<file path="config.mk">
export PLATFORM = sky130hd
export DESIGN_NAME = crypto_key_store_ctrl
export DESIGN_NICKNAME = d
export VERILOG_FILES = /design/src/rtl/crypto_key_pkg.sv /design/src/rtl/crypto_key_store_ctrl_rr_arbiter.sv /design/src/rtl/crypto_key_store_ctrl.sv
export SDC_FILE = /design/constraint.sdc
export NUM_CORES = 1
export LEC_CHECK = 0
export CORE_ASPECT_RATIO = 1.25
export CORE_MARGIN = 2
export CORE_UTILIZATION = 40
export DETAILED_ROUTE_END_ITERATION = 8
export MAX_ROUTING_LAYER = met4
export SLEW_MARGIN = 15
export SYNTH_ARGS = -nofsm -noshare
export SYNTH_HDL_FRONTEND = slang
export SYNTH_SLANG_ARGS = --single-unit
export TNS_END_PERCENT = 20
</file>
<file path="constraint.sdc">
create_clock -name clk -period 6.8 [get_ports clk]
set_input_delay 1.02 -clock clk [delete_from_list [all_inputs] [get_ports clk]]
set_output_delay 1.02 -clock clk [all_outputs]
set_load 0.1 [all_outputs]
</file>
<file path="src/rtl/crypto_key_pkg.sv">
// Shared types for the crypto key store controller.
//   state_t      controller FSM states (IDLE, GRANT, ZERO)
//   rsp_flags_t  registered response strobe and error flag
//   idx_width()  width of an index into n items, never less than 1 bit
package crypto_key_pkg;

  localparam int KEY_W_DEF = 16;

  typedef enum logic [1:0] {
    IDLE  = 2'd0,
    GRANT = 2'd1,
    ZERO  = 2'd2
  } state_t;

  typedef struct packed {
    logic valid;
    logic err;
  } rsp_flags_t;

  function automatic int idx_width(input int n);
    return (n > 1) ? $clog2(n) : 1;
  endfunction

endpackage

</file>
<file path="src/rtl/crypto_key_store_ctrl_rr_arbiter.sv">
// Round-robin arbiter: picks the first asserted request starting at the
// pointer and returns a one-hot grant plus its index. The pointer moves to
// (granted + 1) mod NUM_REQ whenever a grant is issued.
//   clk, resetn   clock, asynchronous active-high reset
//   en            1 = grants allowed this cycle
//   req           per-requester request vector
//   grant         one-hot grant (all zero when en is low or no request)
//   grant_idx     index of the granted requester (pointer value when idle)
module rr_arbiter
  import crypto_key_pkg::*;
#(
  parameter int NUM_REQ = 2
) (
  input  logic                             clk,
  input  logic                             resetn,
  input  logic                             en,
  input  logic [NUM_REQ-1:0]               req,
  output logic [NUM_REQ-1:0]               grant,
  output logic [idx_width(NUM_REQ)-1:0]    grant_idx
);

  localparam int PTR_W = idx_width(NUM_REQ);

  logic [PTR_W-1:0] ptr_q;
  logic             found;
  int               idx;

  // NOTE: combinational blocks use blocking assignments and give every
  // output a default first, so no path through the block can infer a latch.
  always_comb begin
    grant     = '0;
    grant_idx = ptr_q;
    found     = 1'b0;
    idx       = 0;
    for (int k = 0; k < NUM_REQ; k++) begin
      idx = int'(ptr_q) + k;
      if (idx >= NUM_REQ) idx = idx - NUM_REQ;
      if (en && !found && req[idx]) begin
        found      = 1'b1;
        grant[idx] = 1'b1;
        grant_idx  = PTR_W'(idx);
      end
    end
  end

  // NOTE: clocked state uses non-blocking assignments so every register
  // samples values from before the edge, independent of statement order.
  always_ff @(posedge clk or posedge resetn) begin
    if (resetn) begin
      ptr_q <= '0;
    end else if (found) begin
      if (grant_idx == PTR_W'(NUM_REQ - 1)) ptr_q <= '0;
      else                                  ptr_q <= grant_idx + PTR_W'(1);
    end
  end

endmodule

</file>
<file path="src/rtl/crypto_key_store_ctrl.sv">
// Arbitrated controller for a bank of key slots shared by NUM_REQ requesters.
// One read or write is accepted per cycle (round-robin), writes honour a
// per-slot lock, and a zeroize pulse starts a one-slot-per-cycle sweep that
// clears every key and lock.
//   clk, resetn   clock, asynchronous active-high reset
//   req_valid     per-requester request valid
//   req_write     1 = write, 0 = read
//   req_lock      on write: lock the slot after writing
//   req_slot      packed slot indices, requester i at [i*SLOT_W +: SLOT_W]
//   req_wdata     packed write data,   requester i at [i*KEY_W  +: KEY_W]
//   req_ready     one-hot grant; request accepted when valid & ready
//   rsp_valid     one-cycle response strobe, cycle after accept
//   rsp_id        requester index of the response
//   rsp_rdata     read data; 0 for writes
//   rsp_err       1 = write hit a locked slot and was dropped
//   zeroize       pulse: clear all keys and locks
//   busy          1 while the zeroize sweep runs (NUM_SLOTS cycles)
module crypto_key_store_ctrl
  import crypto_key_pkg::*;
#(
  parameter int NUM_REQ   = 2,
  parameter int NUM_SLOTS = 8,
  parameter int KEY_W     = KEY_W_DEF,
  parameter int SLOT_W    = 3
) (
  input  logic                           clk,
  input  logic                           resetn,
  input  logic [NUM_REQ-1:0]             req_valid,
  input  logic [NUM_REQ-1:0]             req_write,
  input  logic [NUM_REQ-1:0]             req_lock,
  input  logic [NUM_REQ*SLOT_W-1:0]      req_slot,
  input  logic [NUM_REQ*KEY_W-1:0]       req_wdata,
  output logic [NUM_REQ-1:0]             req_ready,
  output logic                           rsp_valid,
  output logic [idx_width(NUM_REQ)-1:0]  rsp_id,
  output logic [KEY_W-1:0]               rsp_rdata,
  output logic                           rsp_err,
  input  logic                           zeroize,
  output logic                           busy
);

  localparam int ID_W = idx_width(NUM_REQ);

  state_t              state_q, state_d;
  logic [SLOT_W-1:0]   sweep_cnt_q;
  logic                arb_en;
  logic                sweep_en;

  logic [NUM_REQ-1:0]  grant;
  logic [ID_W-1:0]     grant_idx;
  logic                accept;

  logic [SLOT_W-1:0]   sel_slot;
  logic [KEY_W-1:0]    sel_wdata;
  logic                sel_write;
  logic                sel_lock;

  logic [KEY_W-1:0]    keys_q [NUM_SLOTS];
  logic [NUM_SLOTS-1:0] locks_q;

  rsp_flags_t          rsp_q;
  logic [ID_W-1:0]     rsp_id_q;
  logic [KEY_W-1:0]    rsp_rdata_q;

  // ---------------------------------------------------------------- FSM
  always_ff @(posedge clk or posedge resetn) begin
    if (resetn) state_q <= IDLE;
    else        state_q <= state_d;
  end

  always_comb begin
    state_d = state_q;
    unique case (state_q)
      IDLE: begin
        if (zeroize)         state_d = ZERO;
        else if (|req_valid) state_d = GRANT;
      end
      GRANT: begin
        if (zeroize) state_d = ZERO;
        else         state_d = IDLE;
      end
      ZERO: begin
        if (sweep_cnt_q == SLOT_W'(NUM_SLOTS - 1)) state_d = IDLE;
      end
      default: state_d = IDLE;
    endcase
  end

  // Zeroize takes priority over any pending request in the same cycle, and
  // no request is granted while the sweep runs or reset is held.
  always_comb begin
    busy     = (state_q == ZERO);
    sweep_en = (state_q == ZERO);
    arb_en   = !resetn && (state_q != ZERO) && !zeroize;
  end

  // ---------------------------------------------------------- arbitration
  rr_arbiter #(
    .NUM_REQ (NUM_REQ)
  ) u_arb (
    .clk       (clk),
    .resetn    (resetn),
    .en        (arb_en),
    .req       (req_valid),
    .grant     (grant),
    .grant_idx (grant_idx)
  );

  assign req_ready = grant;
  assign accept    = |grant;

  always_comb begin
    sel_slot  = '0;
    sel_wdata = '0;
    sel_write = 1'b0;
    sel_lock  = 1'b0;
    for (int i = 0; i < NUM_REQ; i++) begin
      if (grant[i]) begin
        sel_slot  = req_slot[i*SLOT_W +: SLOT_W];
        sel_wdata = req_wdata[i*KEY_W +: KEY_W];
        sel_write = req_write[i];
        sel_lock  = req_lock[i];
      end
    end
  end

  // ------------------------------------------------------ key/lock store
  // NOTE: the key array is a register file with an explicit reset rather
  // than an inferred RAM, because no key material may survive reset.
  always_ff @(posedge clk or posedge resetn) begin
    if (resetn) begin
      for (int s = 0; s < NUM_SLOTS; s++) keys_q[s] <= '0;
      locks_q     <= '0;
      sweep_cnt_q <= '0;
    end else begin
      if (sweep_en) begin
        keys_q[sweep_cnt_q]  <= '0;
        locks_q[sweep_cnt_q] <= 1'b0;
        // Wraps back to 0 on the last slot (NUM_SLOTS is a power of 2).
        sweep_cnt_q          <= sweep_cnt_q + SLOT_W'(1);
      end else begin
        sweep_cnt_q <= '0;
        if (accept && sel_write && !locks_q[sel_slot]) begin
          keys_q[sel_slot]  <= sel_wdata;
          locks_q[sel_slot] <= sel_lock;
        end
      end
    end
  end

  // ------------------------------------------------------------ response
  // Reads return the key as stored before this edge; only one access is
  // accepted per cycle, so no same-cycle write can race the read.
  always_ff @(posedge clk or posedge resetn) begin
    if (resetn) begin
      rsp_q       <= '0;
      rsp_id_q    <= '0;
      rsp_rdata_q <= '0;
    end else if (accept) begin
      rsp_q.valid <= 1'b1;
      rsp_q.err   <= sel_write && locks_q[sel_slot];
      rsp_id_q    <= grant_idx;
      rsp_rdata_q <= sel_write ? '0 : keys_q[sel_slot];
    end else begin
      rsp_q       <= '0;
      rsp_id_q    <= '0;
      rsp_rdata_q <= '0;
    end
  end

  assign rsp_valid = rsp_q.valid;
  assign rsp_err   = rsp_q.err;
  assign rsp_id    = rsp_id_q;
  assign rsp_rdata = rsp_rdata_q;

endmodule

</file>
==> results.md, run 1 <==
* Post-synth top flop: dfrtp_1
* Worst hold start: state_q[0]
* Hold path depth at 1
* Fill cell count at 1,772
* Power Total at 3.28 mW
* Register area share after synthesis at 51.9%
* Critical Path End Type: flip-flop
* Setup violators final at 0
* Worst r2r path cells at 7
* Synth Register Bits at 161
* Core area at 18,900 um^2
* Post-DR vias/cell at 6.58
* Clock latency on the worst-skew pair at 0.44 ns
* GRT overflow at 0
* Kind of critical path: input pin to flip-flop
* Worst R2R End: keys_q[35]
* Crit path time final at 4.63 ns
* Layout cells sized above 1 at 9.52%
* Row count at 56
* Unique masters post-synth at 53
* Post-route DRC at 0
* Wirelength per Cell at 26.2 um
* Unrepaired setup endpoints after global routing: no
* Post-synth EDFFs at 0
* Total track usage at 28.2%
* Largest net degree at the start of global routing at 86
* Worst Setup SP: req_valid[1]
* Skew final at 0.00676 ns
* Crit path DAT at 4.89 ns
* Die width at 129 um
* Worst Tran Pin Value at 1.25 ns
* Post-DP HPWL at 17,300 um
* Final hold vios at 0
* Mapped Area at 7760 um^2
* Post-route clock period utilization at 68.1%
* Post_cts resized at 0
* Largest cells by area after synthesis: dfrtp_1 52%, nand2_1 8.6%, mux2i_1 5.3%
* Max cap viols at 0
* Count leader, synth: nand2_1
* Slew margin rel. at 16.6%
* Max-slew violations at 0
* Crit Reg-Reg Startpoint: u_arb.ptr_q
* Area delta synth->final at 17.7%
* CTS tree: built
* Vias in the first global route at 6,998
* Hold endpoint: state_q[0]
* H-tree depth at 4
* Detail Route Antenna Nets at 0
* Top cells by count, synth: 178 x nand2_1, 161 x dfrtp_1, 61 x o22ai_1, 43 x o32ai_1, 41 x mux2i_1
* First-pass GRT wire length at 42,100 um
* Status: finished clean
* Leakage power at 3.66 nW
* # port buffers at 68
* Ys Warns at 0
* Yosys top cell area share at 51.9%
* # IOs at 69
* Cells after synthesis at 760
* Setup slack, reg-to-reg at 2.95 ns
* Clk root buf: clkbuf_16
* First-pass detailed-route iteration total at 8
* Worst-path clk slew at 0.06 ns
* DR iter-0 viols at 840
* Final WL at 27,500 um
* Post-CTS Setup Repair Bufs at 0
* Die height at 160 um
* Avg Cell Area, Syn at 10.2 um^2
* Total CTS buffers at 17
* Clock sinks at 161
* Maximum VDD drop at 193 uV
* Hold_buf cts at 0
* Placer congestion estimate at 0.912
* Setup_tns at 0 ns
* Vias at 6,920
* HP Class: flip-flop to flip-flop
* Worst EP required at 7.06 ns
* Initial Utilization at 41.0%
* Initial antenna violation count at 0
* N_diodes at 0
* Critical Path Start Type: input pin
* Synth Net Count at 809
* Synth area leader: dfrtp_1
* Max FO, Critical Path at 17
* Max Clk Rate at 216 MHz
* Die ar. at 20,500 um^2
* CTS Buffer Depth at 2
* Nets at 857
* Pwr dens at 359 nW/um^2
* Async SR Flop Fraction at 100%
flip-flops by register name, summed over array words and instances, names as in the netlist:
register,flops
u_arb.ptr_q,1
sweep_cnt_q,3
rsp_err,1
rsp_rdata,16
rsp_id,1
rsp_valid,1
state_q,2
keys_q,128
locks_q,8
metal layers:
layer | vias to the layer above | global-route usage (%) | part of all wire [%]
met5 | - | - | 0
met4 | 0 | 14.0 | 5.4
met3 | 117 | 4.82 | 8.0
met2 | 417 | 44.4 | 48
met1 | 3446 | 34.9 | 39
li1 | 2940 | - | -
final cells by class:
class	count	area, um^2	area share, %
clock buffer	19	433	4.74
timing repair buffer	87	827	9.06
tap	232	290	3.18
sequential	161	4030	44.1
multi-input combinational	535	3410	37.3
inverter	6	26.3	0.288
clock inverter	11	118	1.29
where the power goes:
part           internal [mW]  switching [mW]  total (mW)
combinational          0.308           0.597       0.905
sequential              1.27           0.187        1.45
clock                  0.532           0.393       0.925
kinds of logic (layout without fill, tap and decap cells):
group / after synthesis / count (layout) / synth area share (%)
simple gates: 262 / 262 / 14.5
buf+inv: 64 / 123 / 4.37
fa+ha+maj: 2 / 2 / 0.322
mux: 48 / 48 / 6.31
flops: 161 / 161 / 51.9
compound gates: 223 / 223 / 22.5
layout by cell type (no fill, tap or decap), types with 3 or more instances in the layout:
| master | netlist | layout |
|---|---|---|
| o221ai_1 | 22 | 22 |
| a21oi_1 | 11 | 11 |
| and2_1 | 3 | 3 |
| nor3_1 | 7 | 7 |
| clkdlybuf4s50_1 | 0 | 68 |
| nor2b_1 | 3 | 3 |
| clkinv_2 | 0 | 4 |
| nand2b_1 | 17 | 17 |
| nand4_1 | 4 | 4 |
| clkinvlp_4 | 0 | 6 |
| a211oi_1 | 5 | 5 |
| nand3_1 | 18 | 18 |
| clkbuf_16 | 0 | 17 |
| dfrtp_1 | 161 | 161 |
| inv_1 | 6 | 5 |
| nor2_1 | 19 | 18 |
| nor4_1 | 5 | 5 |
| mux2i_1 | 41 | 41 |
| a32o_1 | 4 | 4 |
| a211oi_4 | 5 | 6 |
| o32ai_1 | 43 | 43 |
| o22ai_1 | 61 | 61 |
| a22oi_1 | 15 | 15 |
| nand2_1 | 178 | 178 |
| mux2_2 | 7 | 7 |
| and3_1 | 3 | 3 |
| buf_4 | 5 | 18 |
| a31oi_1 | 5 | 5 |
| o211ai_1 | 8 | 8 |
| o21ai_0 | 18 | 18 |
worst max-delay path by stage:
stage	to	slack [ns]	cells after the start
2_1_floorplan	keys_q[48]	1.20	9
3_3_place_gp	keys_q[68]	1.95	8
3_5_place_dp	keys_q[35]	1.80	8
4_1_cts	keys_q[2]	2.26	7
5_1_grt	keys_q[73]	1.97	8
6_report	keys_q[2]	2.17	7
stage by stage:
stage               hold WS (ns)  setup WS (ns)  instance area [um^2]  utilization [%]  std cells
floorplan                  0.401           1.20                  7760                -        760
global placement           0.418           1.95                  8580             45.3       1021
detailed placement         0.439           1.80                  8580             45.3       1021
CTS                        0.449           2.26                  9130             48.3       1051
global route               0.457           1.97                  9130             48.3       1051
finish                     0.442           2.17                  9130             48.3       1051
critical path: stages:
cell	delay, ns
clkdlybuf4s50_1	0.64
a21boi_2	0.46
a32oi_2	0.35
nor3_2	0.41
nand2_1	0.66
a211oi_4	1.09
o32ai_1	0.23
No activity file was read; power rests on OpenSTA's default activity.
==> run 2: changes to the inputs <==
Clock period 6.8 ns to 4.35 ns, I/O delays scaled along.
==> results.md, run 2 (synthesized netlist as in run 1, its figures left out) <==
* Status: finished clean (unchanged)
* Slew margin rel. at 20.7% (was 16.6%)
* First-pass detailed-route iteration total at 7 (was 8)
* Clk root buf: clkbuf_16 (unchanged)
* Crit path buffers/inverters at 2 (was 1)
* CTS Buffer Depth at 2 (unchanged)
* Cells along the critical path: clkdlybuf4s50_1, nand2b_1, a32o_1, nor3_2, a222oi_1, buf_4, a211oi_4, mux2i_1 (was clkdlybuf4s50_1, a21boi_2, a32oi_2, nor3_2, nand2_1, a211oi_4, o32ai_1)
* DP Worst Slack at 0.326 ns (was 1.80 ns)
* Die height at 160 um (unchanged)
* Initial antenna violation count at 0 (unchanged)
* Max FFs per register at 128 (unchanged)
* Crit-path slowest cell: a211oi_4 (unchanged)
* Skew final at 0.00719 ns (was 0.00676 ns)
* Largest net degree at the start of global routing at 86 (unchanged)
* Setup violators final at 0 (unchanged)
* Leakage power at 3.83 nW (was 3.66 nW)
* Max FO, Critical Path at 16 (was 17)
* Hold_buf cts at 0 (unchanged)
* Final WS setup at 0.757 ns (was 2.17 ns)
* Initial Utilization at 41.0% (unchanged)
* Post-DR vias/cell at 6.48 (was 6.58)
* # port buffers at 68 (unchanged)
* Post_cts resized at 0 (unchanged)
* Total CTS buffers at 17 (unchanged)
* Post-route DRC at 0 (unchanged)
* CTS tree: built (unchanged)
* Wirelength per Cell at 25.4 um (was 26.2 um)
* GRT overflow at 0 (unchanged)
* Max cap viols at 0 (unchanged)
* DR iter-0 viols at 763 (was 840)
* H-tree depth at 4 (unchanged)
* Layout cells sized above 1 at 12.5% (was 9.52%)
* Vias at 6,964 (was 6,920)
* Final Instance Count excl. Fillers at 1,074 (was 1,051)
* Post-CTS Setup Repair Bufs at 0 (unchanged)
* Top Usage Layer GRT: met2 (unchanged)
* Total track usage at 28.1% (was 28.2%)
* Worst EP required at 4.70 ns (was 7.06 ns)
* Met1 usage in global routing at 34.4% (was 34.9%)
* Met3 Use GR at 6.57% (was 4.82%)
* N_diodes at 0 (unchanged)
* Crit path time final at 3.59 ns
* Pwr dens at 570 nW/um^2 (was 359 nW/um^2)
* Final hold vios at 0 (unchanged)
* Design area at 9420 um^2 (was 9130 um^2)
* HP Class: flip-flop to flip-flop (unchanged)
* Post-DP HPWL at 18,000 um (was 17,300 um)
* Max-slew violations at 0 (unchanged)
* Crit path DAT at 3.94 ns (was 4.89 ns)
* Placer congestion estimate at 0.941 (was 0.912)
* Met2 track demand over resource at 43.9% (was 44.4%)
* Max Clk Rate at 278 MHz
* Die ar. at 20,500 um^2 (unchanged)
* Critical Path Start Type: input pin (unchanged)
* Crit path max-delay family: compound AO/OA/AOI/OAI gates (unchanged)
* First-pass GRT wire length at 42,000 um (was 42,100 um)
* Worst-path clk slew at 0.06 ns (about the same)
* Critical Path End Type: flip-flop (unchanged)
* Unrepaired setup endpoints after global routing: no (unchanged)
* Worst Tran Pin Value at 1.19 ns (was 1.25 ns)
* # IOs at 69 (unchanged)
* Die width at 129 um (unchanged)
* Final Util at 49.8% (was 48.3%)
* Core area at 18,900 um^2 (unchanged)
* Clock latency on the worst-skew pair at 0.43 ns (was 0.44 ns)
* Detail Route Antenna Nets at 0 (unchanged)
* Maximum VDD drop at 290 uV (was 193 uV)
* Post-route clock period utilization at 82.6%
* Vias in the first global route at 7,167 (was 6,998)
* CP peak stage delay at 0.90 ns (was 1.09 ns)
* Clock sinks at 161 (unchanged)
* Row count at 56 (unchanged)
* Final WL at 27,300 um (was 27,500 um)
* Placed Area at 8760 um^2 (was 8580 um^2)
* Post-Place Cells at 1,042 (was 1,021)
* Kind of critical path: input pin to flip-flop (unchanged)
* Area delta synth->final at 21.4% (was 17.7%)
* Commonest non-fill, non-tap cells in the layout: 178 x nand2_1, 161 x dfrtp_1, 66 x clkdlybuf4s50_1 (was 178 x nand2_1, 161 x dfrtp_1, 68 x clkdlybuf4s50_1)
* Top reg by flops: keys_q (unchanged)
* Most common cell after layout, fill and taps aside: nand2_1 (unchanged)
* Nets at 878 (was 857)
## run 2: changes by cell type in the layout (fill, tap and decap cells not counted), sizes merged
cell | before | now
clkdlybuf4s50 | 68 | 66
clkinvlp | 6 | 4
inv | 5 | 6
bufinv | 2 | 5
buf | 19 | 42
## run 2: layout make-up
cell class              instances  area, um^2
repair buffers                108         992
clock buffers                  19         443
fillers                      1735        9500
well taps                     232         290
multi-input cells             535        3430
clock inverters                13         209
flip-flops and latches        161        4030
inverters                       6        26.3
## run 2: per-layer routing
layer | vias to the layer above | wire length (um)
li1 | 2976 | -
met1 | 3477 | 10500
met2 | 411 | 13100
met3 | 100 | 2350
met4 | 0 | 1320
met5 | - | 0
## run 2: power breakdown
part | leakage, nW | switching, mW | internal [mW]
clock | 0.310 | 0.629 | 1.04
sequential | 2.03 | 0.297 | 1.98
combinational | 1.49 | 0.934 | 0.497
## run 2: worst paths after layout
| path | startpoint | endpoint | slack [ns] | cells past startpoint |
|---|---|---|---|---|
| max | req_valid[0] | keys_q[63] | 0.76 | 8 |
| min | state_q[0] | state_q[0] | 0.43 | 1 |
| max reg2reg | u_arb.ptr_q | keys_q[63] | 1.00 | 7 |
| min reg2reg | state_q[0] | state_q[0] | 0.43 | 1 |
| max in group asynchronous | resetn | keys_q[44] | 1.96 | 4 |
| min in group asynchronous | resetn | state_q[0] | 0.82 | 3 |
## run 2: per-stage QoR
| step | total power [mW] | TNS, ns | hold slack, ns |
|---|---|---|---|
| global route | 5.64 | 0 | 0.471 |
| finish | 5.37 | 0 | 0.433 |
| detailed placement | 3.68 | 0 | 0.415 |
| CTS | 5.34 | 0 | 0.434 |
| global placement | 3.62 | 0 | 0.413 |
| floorplan | 3.23 | -90.80 | 0.401 |
==> run 3: changes to the inputs <==
Clock period 4.35 ns to 3.7 ns, I/O delays scaled along.
==> results.md, run 3 (synthesized netlist as in run 1, its figures left out) <==
* Status: finished clean (unchanged)
* Unrepaired setup endpoints after global routing: no (unchanged)
* Clock sinks at 161 (unchanged)
* Top reg by flops: keys_q (unchanged)
* Detail Route Antenna Nets at 0 (unchanged)
* GRT overflow at 0 (unchanged)
* Slew margin rel. at 33.2% (was 20.7%)
* Setup_tns at 0 ns (unchanged)
* # port buffers at 68 (unchanged)
* Vias in the first global route at 7,113 (was 7,167)
* Top Usage Layer GRT: met2 (unchanged)
* Final WS setup at 0.559 ns (was 0.757 ns)
* Max-slew violations at 0 (unchanged)
* Wirelength per Cell at 24.9 um (was 25.4 um)
* Total CTS buffers at 17 (unchanged)
* Met3 Use GR at 4.82% (was 6.57%)
* First-pass detailed-route iteration total at 7 (unchanged)
* First-pass GRT wire length at 41,900 um (was 42,000 um)
* Commonest non-fill, non-tap cells in the layout: 178 x nand2_1, 161 x dfrtp_1, 65 x clkdlybuf4s50_1 (was 178 x nand2_1, 161 x dfrtp_1, 66 x clkdlybuf4s50_1)
* DR iter-0 viols at 842 (was 763)
* Crit path time final at 3.14 ns
* # IOs at 69 (unchanged)
* Critical Path End Type: flip-flop (unchanged)
* Clock latency on the worst-skew pair at 0.44 ns (was 0.43 ns)
* Nets at 893 (was 878)
* Met1 usage in global routing at 35.4% (was 34.4%)
* Die ar. at 20,500 um^2 (unchanged)
* HP Class: flip-flop to flip-flop (unchanged)
* Max cap viols at 0 (unchanged)
* CP peak stage delay at 0.53 ns (was 0.90 ns)
* Row count at 56 (unchanged)
* FF/Latch Area at 4030 um^2 (unchanged)
* Final Instance Count excl. Fillers at 1,089 (was 1,074)
* Met2 track demand over resource at 43.0% (was 43.9%)
* Max FO, Critical Path at 16 (unchanged)
* Fill cell count at 1,753 (was 1,735)
* CTS tree: built (unchanged)
* Pwr dens at 647 nW/um^2 (was 570 nW/um^2)
* Post-Place Cells at 1,057 (was 1,042)
* Worst-path clk slew at 0.07 ns (was 0.06 ns)
* Die width at 129 um (unchanged)
* Clk root buf: clkbuf_16 (unchanged)
* Worst Tran Pin Value at 0.999 ns (was 1.19 ns)
* Post_cts resized at 0 (unchanged)
* Hold WS at 0.438 ns (was 0.433 ns)
* Worst EP required at 4.07 ns (was 4.70 ns)
* Post-DR vias/cell at 6.44 (was 6.48)
* Layout cells sized above 1 at 14.2% (was 12.5%)
* Worst r2r path cells at 7 (unchanged)
* Post-route clock period utilization at 84.9%
* Post-DP HPWL at 17,800 um (was 18,000 um)
* DP Worst Slack at 0.203 ns (was 0.326 ns)
* CTS Buffer Depth at 2 (unchanged)
* Post-CTS Setup Repair Bufs at 0 (unchanged)
* H-tree depth at 4 (unchanged)
* Setup violators final at 0 (unchanged)
* Post-route DRC at 0 (unchanged)
* Final Util at 50.2% (was 49.8%)
* Max Clk Rate at 318 MHz
* Crit-path slowest cell: clkdlybuf4s50_1 (was a211oi_4)
* Leakage power at 3.87 nW (was 3.83 nW)
* Cells along the critical path: clkdlybuf4s50_1, a21boi_2, a32oi_2, nor2_1, nand3_1, a211oi_2, buf_4, mux2i_1 (was clkdlybuf4s50_1, nand2b_1, a32o_1, nor3_2, a222oi_1, buf_4, a211oi_4, mux2i_1)
* Hold path depth at 1 (unchanged)
* Final WL at 27,100 um (was 27,300 um)
* Initial Utilization at 41.0% (unchanged)
* Kind of critical path: input pin to flip-flop (unchanged)
* Total track usage at 27.8% (was 28.1%)
* Skew final at 0.00783 ns (was 0.00719 ns)
* Hold_buf cts at 0 (unchanged)
* Placer congestion estimate at 0.945 (was 0.941)
* Worst path depth at 8 (unchanged)
* Crit path max-delay family: simple AND/OR/NAND/NOR gates (was compound AO/OA/AOI/OAI gates)
* Critical Path Start Type: input pin (unchanged)
* Vias at 7,012 (was 6,964)
* Crit path buffers/inverters at 2 (unchanged)
* Maximum VDD drop at 352 uV (was 290 uV)
* Multi-input gate area at 3430 um^2 (unchanged)
* N_diodes at 0 (unchanged)
* Most common cell after layout, fill and taps aside: nand2_1 (unchanged)
* Die height at 160 um (unchanged)
* Initial antenna violation count at 0 (unchanged)
* Largest net degree at the start of global routing at 89 (was 86)
* Final hold vios at 0 (unchanged)
* Core area at 18,900 um^2 (unchanged)
* Max FFs per register at 128 (unchanged)
* Crit path DAT at 3.51 ns (was 3.94 ns)
* Area delta synth->final at 22.5% (was 21.4%)
## run 3: final cells by class
| cell class | instances | share of cell area, % |
|---|---|---|
| inverter | 6 | 0.277 |
| clock inverter | 15 | 1.70 |
| tap | 232 | 3.06 |
| sequential | 161 | 42.4 |
| multi-input combinational | 535 | 36.1 |
| timing repair buffer | 123 | 12.0 |
| clock buffer | 17 | 4.48 |
## run 3: layer usage
metal / part of all wire [%] / vias to the layer above
li1: - / 3000
met1: 39 / 3505
met2: 47 / 402
met3: 7.8 / 105
met4: 5.3 / 0
met5: 0 / -
## run 3: power by group
part	leakage, nW	switching (mW)	internal (mW)	total (mW)
clock	0.270	0.777	1.00	1.78
sequential	2.03	0.334	2.32	2.66
combinational	1.57	1.11	0.608	1.72
total	3.87	2.22	3.93	6.15
## run 3: worst paths after layout
check	start	end	slack, ns
worst max-delay path	req_valid[0]	keys_q[31]	0.56
worst min-delay path	state_q[0]	state_q[0]	0.44
worst max register to register	u_arb.ptr_q	keys_q[31]	0.78
worst min register to register	state_q[0]	state_q[0]	0.44
max in group asynchronous	resetn	keys_q[62]	1.48
min in group asynchronous	resetn	state_q[0]	0.81
## run 3: through the flow
stage | cell area, um^2 | power [mW]
final | 9500 | 6.15
after floorplan | 7860 | 3.80
after detailed placement | 8910 | 4.37
after global placement | 8910 | 4.29
after global routing | 9500 | 6.46
after CTS | 9500 | 6.13
